**config.mk**
```make
export PLATFORM = sky130hd
export DESIGN_NAME = control_sequencer
export DESIGN_NICKNAME = d
export VERILOG_FILES = /design/src/rtl/control_sequencer.sv
export SDC_FILE = /design/constraint.sdc
export NUM_CORES = 1
export LEC_CHECK = 0
export CAP_MARGIN = 20
export CORE_AREA = 2 2 71 73
export DETAILED_ROUTE_END_ITERATION = 16
export DIE_AREA = 0 0 73 75
export GPL_TIMING_DRIVEN = 0
export RECOVER_POWER = 100
export SLEW_MARGIN = 5
export SYNTH_ARGS = -nofsm -noshare
export SYNTH_HDL_FRONTEND = slang
export SYNTH_SLANG_ARGS = --single-unit
```
**constraint.sdc**
```tcl
create_clock -name clk_i -period 5.11 [get_ports clk_i]
set_input_delay 1.533 -clock clk_i [delete_from_list [all_inputs] [get_ports clk_i]]
set_output_delay 1.533 -clock clk_i [all_outputs]
set_load 0.02 [all_outputs]
```
**src/rtl/control_sequencer.sv**
```systemverilog
// Control-unit state register and next-state selector for the microprogrammed core.
// The current state addresses the control ROM; the ROM's ns_sel field picks where to go next.
//
// Ports:
//   clk_i          system clock, rising edge
//   rst_ni         asynchronous active-low reset
//   state_number_i decoded entry state from the instruction encoder
//   ns_sel_i       next-state select code from the control ROM
//   cr_addr_i      branch-target field from the control ROM
//   cond_i         condition-tester result (1 = pass)
//   moc_i          memory operation complete
//   stall_i        freeze the sequencer
//   state_o        current control state (registered)
//   waiting_o      combinational: waiting on moc this cycle
//   illegal_sel_o  one-cycle registered pulse after a reserved ns_sel
//   mem_fault_o    sticky registered memory-timeout flag
module control_sequencer #(
  parameter int unsigned        STATE_W     = 10,
  parameter logic [STATE_W-1:0] RESET_STATE = STATE_W'(0),
  parameter logic [STATE_W-1:0] FETCH_STATE = STATE_W'(1),
  parameter logic [STATE_W-1:0] FAULT_STATE = STATE_W'(1023),
  parameter int unsigned        MOC_TIMEOUT = 16
) (
  input  logic               clk_i,
  input  logic               rst_ni,
  input  logic [STATE_W-1:0] state_number_i,
  input  logic [2:0]         ns_sel_i,
  input  logic [STATE_W-1:0] cr_addr_i,
  input  logic               cond_i,
  input  logic               moc_i,
  input  logic               stall_i,
  output logic [STATE_W-1:0] state_o,
  output logic               waiting_o,
  output logic               illegal_sel_o,
  output logic               mem_fault_o
);

  typedef enum logic [2:0] {
    SelDecode  = 3'd0,
    SelInc     = 3'd1,
    SelJump    = 3'd2,
    SelFetch   = 3'd3,
    SelWait    = 3'd4,
    SelCjump   = 3'd5,
    SelCdecode = 3'd6,
    SelRsvd    = 3'd7
  } ns_sel_e;

  // Last wait count before the timeout fires; MOC_TIMEOUT is limited to 2..255.
  localparam logic [7:0] WaitLast = 8'(MOC_TIMEOUT - 1);

  ns_sel_e            sel;
  logic [STATE_W-1:0] state_q, state_d, state_inc;
  logic [7:0]         wait_cnt_q, wait_cnt_d;
  logic               illegal_sel_q, illegal_sel_d;
  logic               mem_fault_q, mem_fault_d;

  assign sel       = ns_sel_e'(ns_sel_i);
  assign state_inc = state_q + STATE_W'(1);  // wraps silently at the top

  always_comb begin
    state_d       = state_q;
    wait_cnt_d    = wait_cnt_q;
    mem_fault_d   = mem_fault_q;
    illegal_sel_d = 1'b0;
    if (!stall_i) begin
      wait_cnt_d = '0;
      unique case (sel)
        SelDecode:  state_d = state_number_i;
        SelInc:     state_d = state_inc;
        SelJump:    state_d = cr_addr_i;
        SelFetch:   state_d = FETCH_STATE;
        SelWait: begin
          // moc arriving on the deadline cycle still completes normally.
          if (moc_i) begin
            state_d = state_inc;
          end else if (wait_cnt_q == WaitLast) begin
            state_d     = FAULT_STATE;
            mem_fault_d = 1'b1;
          end else begin
            state_d    = state_q;
            wait_cnt_d = wait_cnt_q + 8'd1;
          end
        end
        SelCjump:   state_d = cond_i ? cr_addr_i : state_inc;
        // cond=0 skips the instruction by returning straight to fetch.
        SelCdecode: state_d = cond_i ? state_number_i : FETCH_STATE;
        SelRsvd: begin
          state_d       = FETCH_STATE;
          illegal_sel_d = 1'b1;
        end
      endcase
    end
  end

  always_ff @(posedge clk_i or negedge rst_ni) begin
    if (!rst_ni) begin
      state_q       <= RESET_STATE;
      wait_cnt_q    <= '0;
      illegal_sel_q <= 1'b0;
      mem_fault_q   <= 1'b0;
    end else begin
      state_q       <= state_d;
      wait_cnt_q    <= wait_cnt_d;
      illegal_sel_q <= illegal_sel_d;
      mem_fault_q   <= mem_fault_d;
    end
  end

  assign state_o       = state_q;
  assign illegal_sel_o = illegal_sel_q;
  assign mem_fault_o   = mem_fault_q;
  assign waiting_o     = (sel == SelWait) && !moc_i && !stall_i;

endmodule
```
**After elaboration in Yosys (flattened, before gate mapping)**

Index checks and enable logic that the tools add are counted.

- Output and inout bits: 13
- Word-level logic and storage cells: 35
- Flip-flop bits (word level): 20

- Reduce and logical (&&, ||, !) cells: 8
- Equality and inequality tests: 9
- Multiplexer cells: 10
- Bitwise logic cells: 2
- Add/subtract/negate cells: 2

Operator list:

| operator | count |
|---|---|
| $pmux W10 S7 | 1 |
| $mux W10 | 4 |
| $mux W8 | 3 |
| $eq A3 B3 Y1 const B | 4 |
| $add A10 B1 Y10 const B | 1 |
| $add A8 B1 Y8 const B | 1 |
| $eq A8 B4 Y1 const B | 1 |
| $eq A3 B2 Y1 const B | 2 |
| $reduce_and A4 Y1 | 1 |
| $eq A3 B1 Y1 const B | 1 |
| $logic_not A3 Y1 | 1 |
| $ne A3 B3 Y1 const B | 1 |
| $logic_and A1 B1 Y1 | 2 |
| $logic_not A1 Y1 | 2 |
| $mux W1 | 2 |
| $not A1 Y1 | 2 |
| $reduce_and A2 Y1 | 1 |
| $reduce_or A2 Y1 | 1 |

**Logic depth before layout (Yosys ltp)**

Gate-level depths: netlist of the first run.

- Depth after elaboration: 4
- Mapped depth: 7

**Least setup slack after synthesis of the first run**

OpenSTA, ideal clock, no wires.

- Path kind: input-to-output
- Start point: in ns_sel_i[1]
- End point: out waiting_o
- Setup slack: 1120 ps
- Data arrival time: 2457 ps
- Buffers on the path: 1
- Stages on the path: 3
- Required time: 3577 ps
- Cell sequence: buf_6 > nor4b_4 > and2b_1

- Word-level cells in the longest chain between the ends: 3

RTL lines:

| what | line | source |
|---|---|---|
| start, declared | 27 | `input logic [2:0] ns_sel_i,` |
| $eq A3 B3 Y1 | 113 | `assign waiting_o = (sel == SelWait) && !moc_i && !stall_i;` |
| $logic_and A1 B1 Y1 (2 in series) | 113 |  |
| end, declared | 33 | `output logic waiting_o,` |

Every way passes these cells.

**Worst setup path in the final report of the first run**

- Start point: in ns_sel_i[2]
- End point: out waiting_o

The elaborated chain is that of the path after synthesis.

==> metrics.txt, run 1 <==
status finished clean; GRT overflow 0; EDFF count, synth 0; pin count of the biggest net entering global routing 21; antenna fix cells 0; post-synthesis register bit count 20; CTS root buf clkbuf_8; Top FF cell, synth dfrtp_1; Final Critical Period 4.900 ns; Critical Path AT 3.37 ns; sw power roughly 0.14 mW; worst vdd ir 139.4 uV; critical path's largest stage delay between 0.6 and 0.7 ns; top cell type by total area after synthesis dfrtp_1; layout cells sized above 1 0.08247; fin crit share 0.9589; Power Dens Cells 253.0 nW/um^2; Int Power 0.3414 mW; post-synth top area share 0.3673; vias per inst ~5.3; Seq pwr share 0.393; hpwl dp 2728 um; unrepaired setup endpoints after global routing no; IO Pins between 40 and 50; max cap viols 0; Area contributors post-synth dfrtp_1 (37%), nand2_1 (5.2%), nor2_1 (3.6%); Net Sw Frac 0.2897; Distinct cells, synth 47; mux cell area share after synthesis 0; DRC viols 0; clk_lat worst skew around 0.26 ns; clk sink count 20; setup violators final 0; Max Freq ~200 MHz; Buf/Inv on CP 2; Syn Area/Cell 9.145 sq um; most common cell in the netlist dfrtp_1; Slew headroom 0.3683; H-tree levels 1; post-synthesis sequential area ratio 0.3673; initial drt markers 82; Routed WL 3609 um; Clock Path Buffers 2; core area 4661 sq um; CTS tree built; Post-Route Skew 0.007969 ns; CTS Hold Buffers Added 0; CP top delay family buffers and inverters; startpoint types primary input; Synth Net Count 179; WP data required 3.58 ns; number of global-route vias before repair 1297; Total Routing Usage GR 0.1478; Post-Synth Simple-Gate Area 0.2534; Synth Area in Compound Gates 0.2691; initial antenna violation count 0; crit path max-delay cell type dlygate4sd3_1; Yosys warning count 0; Die W between 70 and 80 um; nets@finish 225; CP cell instances dlygate4sd3_1 > nor4b_4 > and2b_1 > clkdlybuf4s50_1; Final Slew Violations 0; DIE AREA 5475 sq um; Comb pwr share 0.274; Initial Util 0.2923; Worst Path Class, Setup in -> out; Placer Congestion 0.7985; number of routed nets with antenna violations 0; Crit. End Element output pin; Area Growth Syn to Fin 39.39%; Post-synth top cells dfrtp_1 (20), nand2_1 (19), nor2_1 (13); clock network power share 0.332; HP Class reg -> reg; slew at the pin closest to its max-slew limit between 0.9 and 1 ns; Critical Path Fanout Max 7; FP Rows 25; Finished Core Util 0.4075; clock-pin slew on the worst setup and hold paths 0.08 ns; via count 1307; Post-synth ARST share 1.000; Synth Instances 149; WL per Instance 14.55 um; first-pass GRT wire length 6334 um; PortBufs 40; xor/xnor cell area share of the yosys netlist 0.05142; chip height 75 um; main combinational cell family by area after synthesis compound AO/OA/AOI/OAI gates; drt first pass iters 4; adder-cell area share of the yosys netlist 0.01837; P_leak 0.7847 nW; Power Total 0.4806 mW; total CTS buffers 3; synthesized area 1363 sq um; Fin. Hold Viols 0
[worst reg2reg max path, stage by stage, from the launching register on]
cell,delay (ns)
dfrtp_1,0.41
ha_1,0.21
nand3_1,0.10
nand2b_1,0.25
a21oi_1,0.29
clkbuf_1,0.41
o21ai_0,0.16
a22o_1,0.20
[path summary, 6_finish.rpt]
path,from,cells past startpoint,slack [ns],end
worst max-delay path,ns_sel_i[2],4,0.21,waiting_o
worst min-delay path,mem_fault_o,1,0.45,mem_fault_o
worst max register to register,wait_cnt_q[0],7,2.98,state_o[6]
worst min register to register,mem_fault_o,1,0.45,mem_fault_o
max in group asynchronous,rst_ni,1,2.67,state_o[8]
min in group asynchronous,rst_ni,1,1.86,illegal_sel_o
[logic make-up after synthesis]
logic type / after synthesis
flops: 20
simple gates: 62
compound gates: 47
fa+ha+maj: 2
xor+xnor: 8
buf+inv: 10
[per-stage QoR]
step | setup WS [ns] | std cells | hold WS (ns) | TNS, ns | area (sq um)
after global placement | -0.1176 | 243 | 0.4373 | -0.1176 | 1831
after floorplan | 1.120 | 149 | 0.4582 | 0 | 1363
after global routing | 0.1042 | 248 | 0.4848 | 0 | 1899
after CTS | 0.2424 | 248 | 0.4625 | 0 | 1909
final | 0.2103 | 248 | 0.4509 | 0 | 1899
after detailed placement | -0.1006 | 243 | 0.4463 | -0.1006 | 1831
[state kept, by name, summed over array words and instances, names as in the netlist]
register / flops
state_o: 10
illegal_sel_o: 1
mem_fault_o: 1
wait_cnt_q: 8
[cell usage in the layout, fill, tap and decap left out, types with 2 or more instances in the layout]
cell type and instances:
xor2_1 3, clkbuf_8 3, nor3_1 2, nor2b_1 3, a31oi_1 4, nand2b_1 4
a21oi_1 6, a211oi_1 2, nor3b_1 3, inv_1 4, buf_6 2, clkbuf_1 5
o21ai_0 5, o311ai_2 2, nor2_1 13, nand2_1 19, a41oi_1 2, o31ai_1 2
clkdlybuf4s50_1 25, o21ai_1 2, dlygate4sd3_1 15, a21o_1 2, a22oi_1 2, ha_1 2
o22ai_1 5, a221oi_1 2, dfrtp_1 20, nand3_1 6, and4b_1 2, a22o_1 4
xnor2_1 5
[metal layers]
metal / routed length, um / share of wire / vias up / GRT usage
met3: 153 / 0.042 / 2 / 0.03213
met1: 1909 / 0.53 / 627 / 0.2264
li1: - / - / 653 / -
met2: 1534 / 0.43 / 25 / 0.2182
met5: 0 / 0 / - / 0
met4: 11 / 0.0030 / 0 / 0.01852
[final cells by class]
| type | count | area [sq um] |
|---|---|---|
| fillers | 474 | 2761 |
| multi-input cells | 119 | 803.3 |
| flip-flops and latches | 20 | 500.5 |
| repair buffers | 41 | 404.1 |
| well taps | 54 | 67.56 |
| clock buffers | 3 | 41.29 |
| plain buffers | 6 | 37.54 |
| clock inverters | 1 | 30.03 |
| inverters | 4 | 15.01 |
[power by group through the flow]
| stage | clock network [mW] | registers, mW | logic [mW] |
|---|---|---|---|
| 2_1_floorplan | 0 | 0.204 | 0.0563 |
| 3_3_place_gp | 0 | 0.192 | 0.138 |
| 3_5_place_dp | 0 | 0.192 | 0.138 |
| 4_1_cts | 0.165 | 0.189 | 0.139 |
| 5_1_grt | 0.169 | 0.192 | 0.146 |
| 6_report | 0.160 | 0.189 | 0.132 |
[repair_timing]
item / in CTS / in global routing
endpoints found under the setup margin: 1 / 0
buffers inserted: 1 / 0
gates resized for setup: 0 / 0
(Power assumes the default switching activity.)
==> run 2: changes to the inputs <==
--- a/config.mk
+++ b/config.mk
@@ -5,11 +5,11 @@
 export SDC_FILE = /design/constraint.sdc
 export NUM_CORES = 1
 export LEC_CHECK = 0
-export CAP_MARGIN = 20
 export CORE_AREA = 2 2 71 73
 export DETAILED_ROUTE_END_ITERATION = 16
 export DIE_AREA = 0 0 73 75
 export GPL_TIMING_DRIVEN = 0
+export PLACE_DENSITY_LB_ADDON = 0.15
 export RECOVER_POWER = 100
 export SLEW_MARGIN = 5
 export SYNTH_ARGS = -nofsm -noshare
==> run 2 against run 1 <==
  * Sequential share of layout area is the same
  * Sequential power is essentially flat
  * Power grew 1.0%
==> metrics.txt, run 2 (synthesis gave the netlist of run 1 again) <==
Final WS setup 0.2574 ns (+0.04710 ns); chip height 75 um (unchanged); pin count of the biggest net entering global routing 21 (unchanged); fill count 451 (-4.9%); H-tree levels 1 (unchanged); initial antenna violation count 0 (unchanged); fin crit share 0.9496 (-0.009216); Final Slew Violations 0 (unchanged); Placed Cells 243 (unchanged); status finished clean; Slew headroom 0.3764 (+0.008130); clk sink count 20 (unchanged); FP Rows 25 (unchanged); max cap viols 0 (unchanged); Final Critical Period 4.853 ns (-0.04710 ns); core area 4661 sq um (unchanged); WP data required 3.58 ns (about the same); GRT overflow 0 (unchanged); Power Total 0.4856 mW (+1.0%); clock-pin slew on the worst setup and hold paths 0.08 ns (about the same); Total Routing Usage GR 0.1514 (+0.003649); Initial Util 0.2923 (unchanged); Worst Path Class, Setup in -> out; Max Freq 206.1 MHz (+0.97%); CTS root buf clkbuf_8; nets@finish 225 (unchanged); hpwl dp 2868 um (+5.1%); P_leak 0.7835 nW (-0.14%); Power Dens Cells 255.6 nW/um^2 (+1.0%); DIE AREA 5475 sq um (unchanged); initial drt markers 56 (-32%); clk_lat worst skew 0.27 ns (about the same); Placer Congestion 0.8318 (+4.2%); setup violators final 0 (unchanged); max FFs per register 10 (unchanged); PortBufs 40 (unchanged); number of global-route vias before repair 1318 (+1.6%); Fin. Hold Viols 0 (unchanged); vias per inst 5.278 (+0.15%); Area Growth Syn to Fin 39.39% (unchanged); Die W 73 um (unchanged); startpoint types primary input; HP Class reg -> reg; Clock Path Buffers 2 (unchanged); CTS Hold Buffers Added 0 (unchanged); total CTS buffers 3 (unchanged); Post-Route Skew 0.003693 ns (-0.004276 ns); commonest non-fill, non-tap cell in the layout clkdlybuf4s50_1; Critical Path AT 3.32 ns (-0.05 ns); pre-CTS setup slack -0.1408 ns (-0.04027 ns); WL per Instance 14.91 um (+2.4%); Routed WL 3697 um (+2.4%); worst vdd ir 102.4 uV (-27%); Final Non-Filler Cells 248 (unchanged); CTS tree built; drt first pass iters 4 (unchanged); via count 1309 (+0.15%); Crit. End Element output pin; most frequent cells in the layout clkdlybuf4s50_1 (26), dfrtp_1 (20), nand2_1 (19), dlygate4sd3_1 (14), nor2_1 (13); first-pass GRT wire length 6285 um (-0.77%); number of routed nets with antenna violations 0 (unchanged); antenna fix cells 0 (unchanged); Critical Path Fanout Max 10 (+3); layout cells sized above 1 0.08247 (unchanged); unrepaired setup endpoints after global routing no; IO Pins 41 (unchanged); slew at the pin closest to its max-slew limit 0.9324 ns (-0.01216 ns); DRC viols 0 (unchanged); cts repair resizes 0 (unchanged)
==> run 2: final cells by class <==
type                       instances  area, sq um  area share
sequential                        20        500.5      0.2635
buffer                             6        37.54     0.01976
tap                               54        67.56     0.03557
clock inverter                     1        30.03     0.01581
multi-input combinational        119        803.3      0.4229
inverter                           4        15.01    0.007905
clock buffer                       3        41.29     0.02174
timing repair buffer              41        404.1      0.2128
==> run 2: stage by stage <==
step | instance area, sq um | hold slack [ns] | TNS [ns] | utilization
finish | 1899 | 0.4535 | 0 | 0.4075
global route | 1899 | 0.4987 | 0 | 0.4075
CTS | 1909 | 0.4667 | 0 | 0.4097
detailed placement | 1831 | 0.4470 | -0.1408 | 0.3928
global placement | 1831 | 0.4379 | -0.1077 | 0.3928
floorplan | 1363 | 0.4582 | 0 | -
==> run 2: path summary, 6_finish.rpt <==
check                      depth (start not counted)           from     endpoint  slack [ns]
max                                                4        stall_i    waiting_o        0.26
min                                                1    mem_fault_o  mem_fault_o        0.45
max reg2reg                                        7  wait_cnt_q[0]   state_o[6]        2.96
min reg2reg                                        1    mem_fault_o  mem_fault_o        0.45
max in group asynchronous                          1         rst_ni   state_o[1]        2.69
min in group asynchronous                          1         rst_ni   state_o[0]        1.85
==> run 2: metal layers <==
layer / wire length (um) / global-route usage / part of all wire / up-vias
li1: - / - / - / 653
met4: 24 / 0.05556 / 0.0065 / 0
met1: 1720 / 0.1921 / 0.47 / 616
met3: 168 / 0.03347 / 0.045 / 4
met5: 0 / 0 / 0 / -
met2: 1783 / 0.2533 / 0.48 / 36
==> run 2: critical path: stages <==
cell and delay [ns]:
dlygate4sd3_1 0.56, clkbuf_1 0.24, and2b_1 0.35, clkdlybuf4s50_1 0.63
==> run 2: report_power, final <==
| part | internal [mW] | switching [mW] | leakage (nW) |
|---|---|---|---|
| Combinational | 0.0657 | 0.0674 | 0.484 |
| Clock | 0.105 | 0.0594 | 0.0357 |
| Sequential | 0.171 | 0.0171 | 0.264 |
| Total | 0.342 | 0.144 | 0.784 |
==> run 2: repair_timing <==
item	4_1_cts	5_1_grt
setup buffers	1	0
setup endpoints to repair	1	0
hold endpoints to repair	0	0
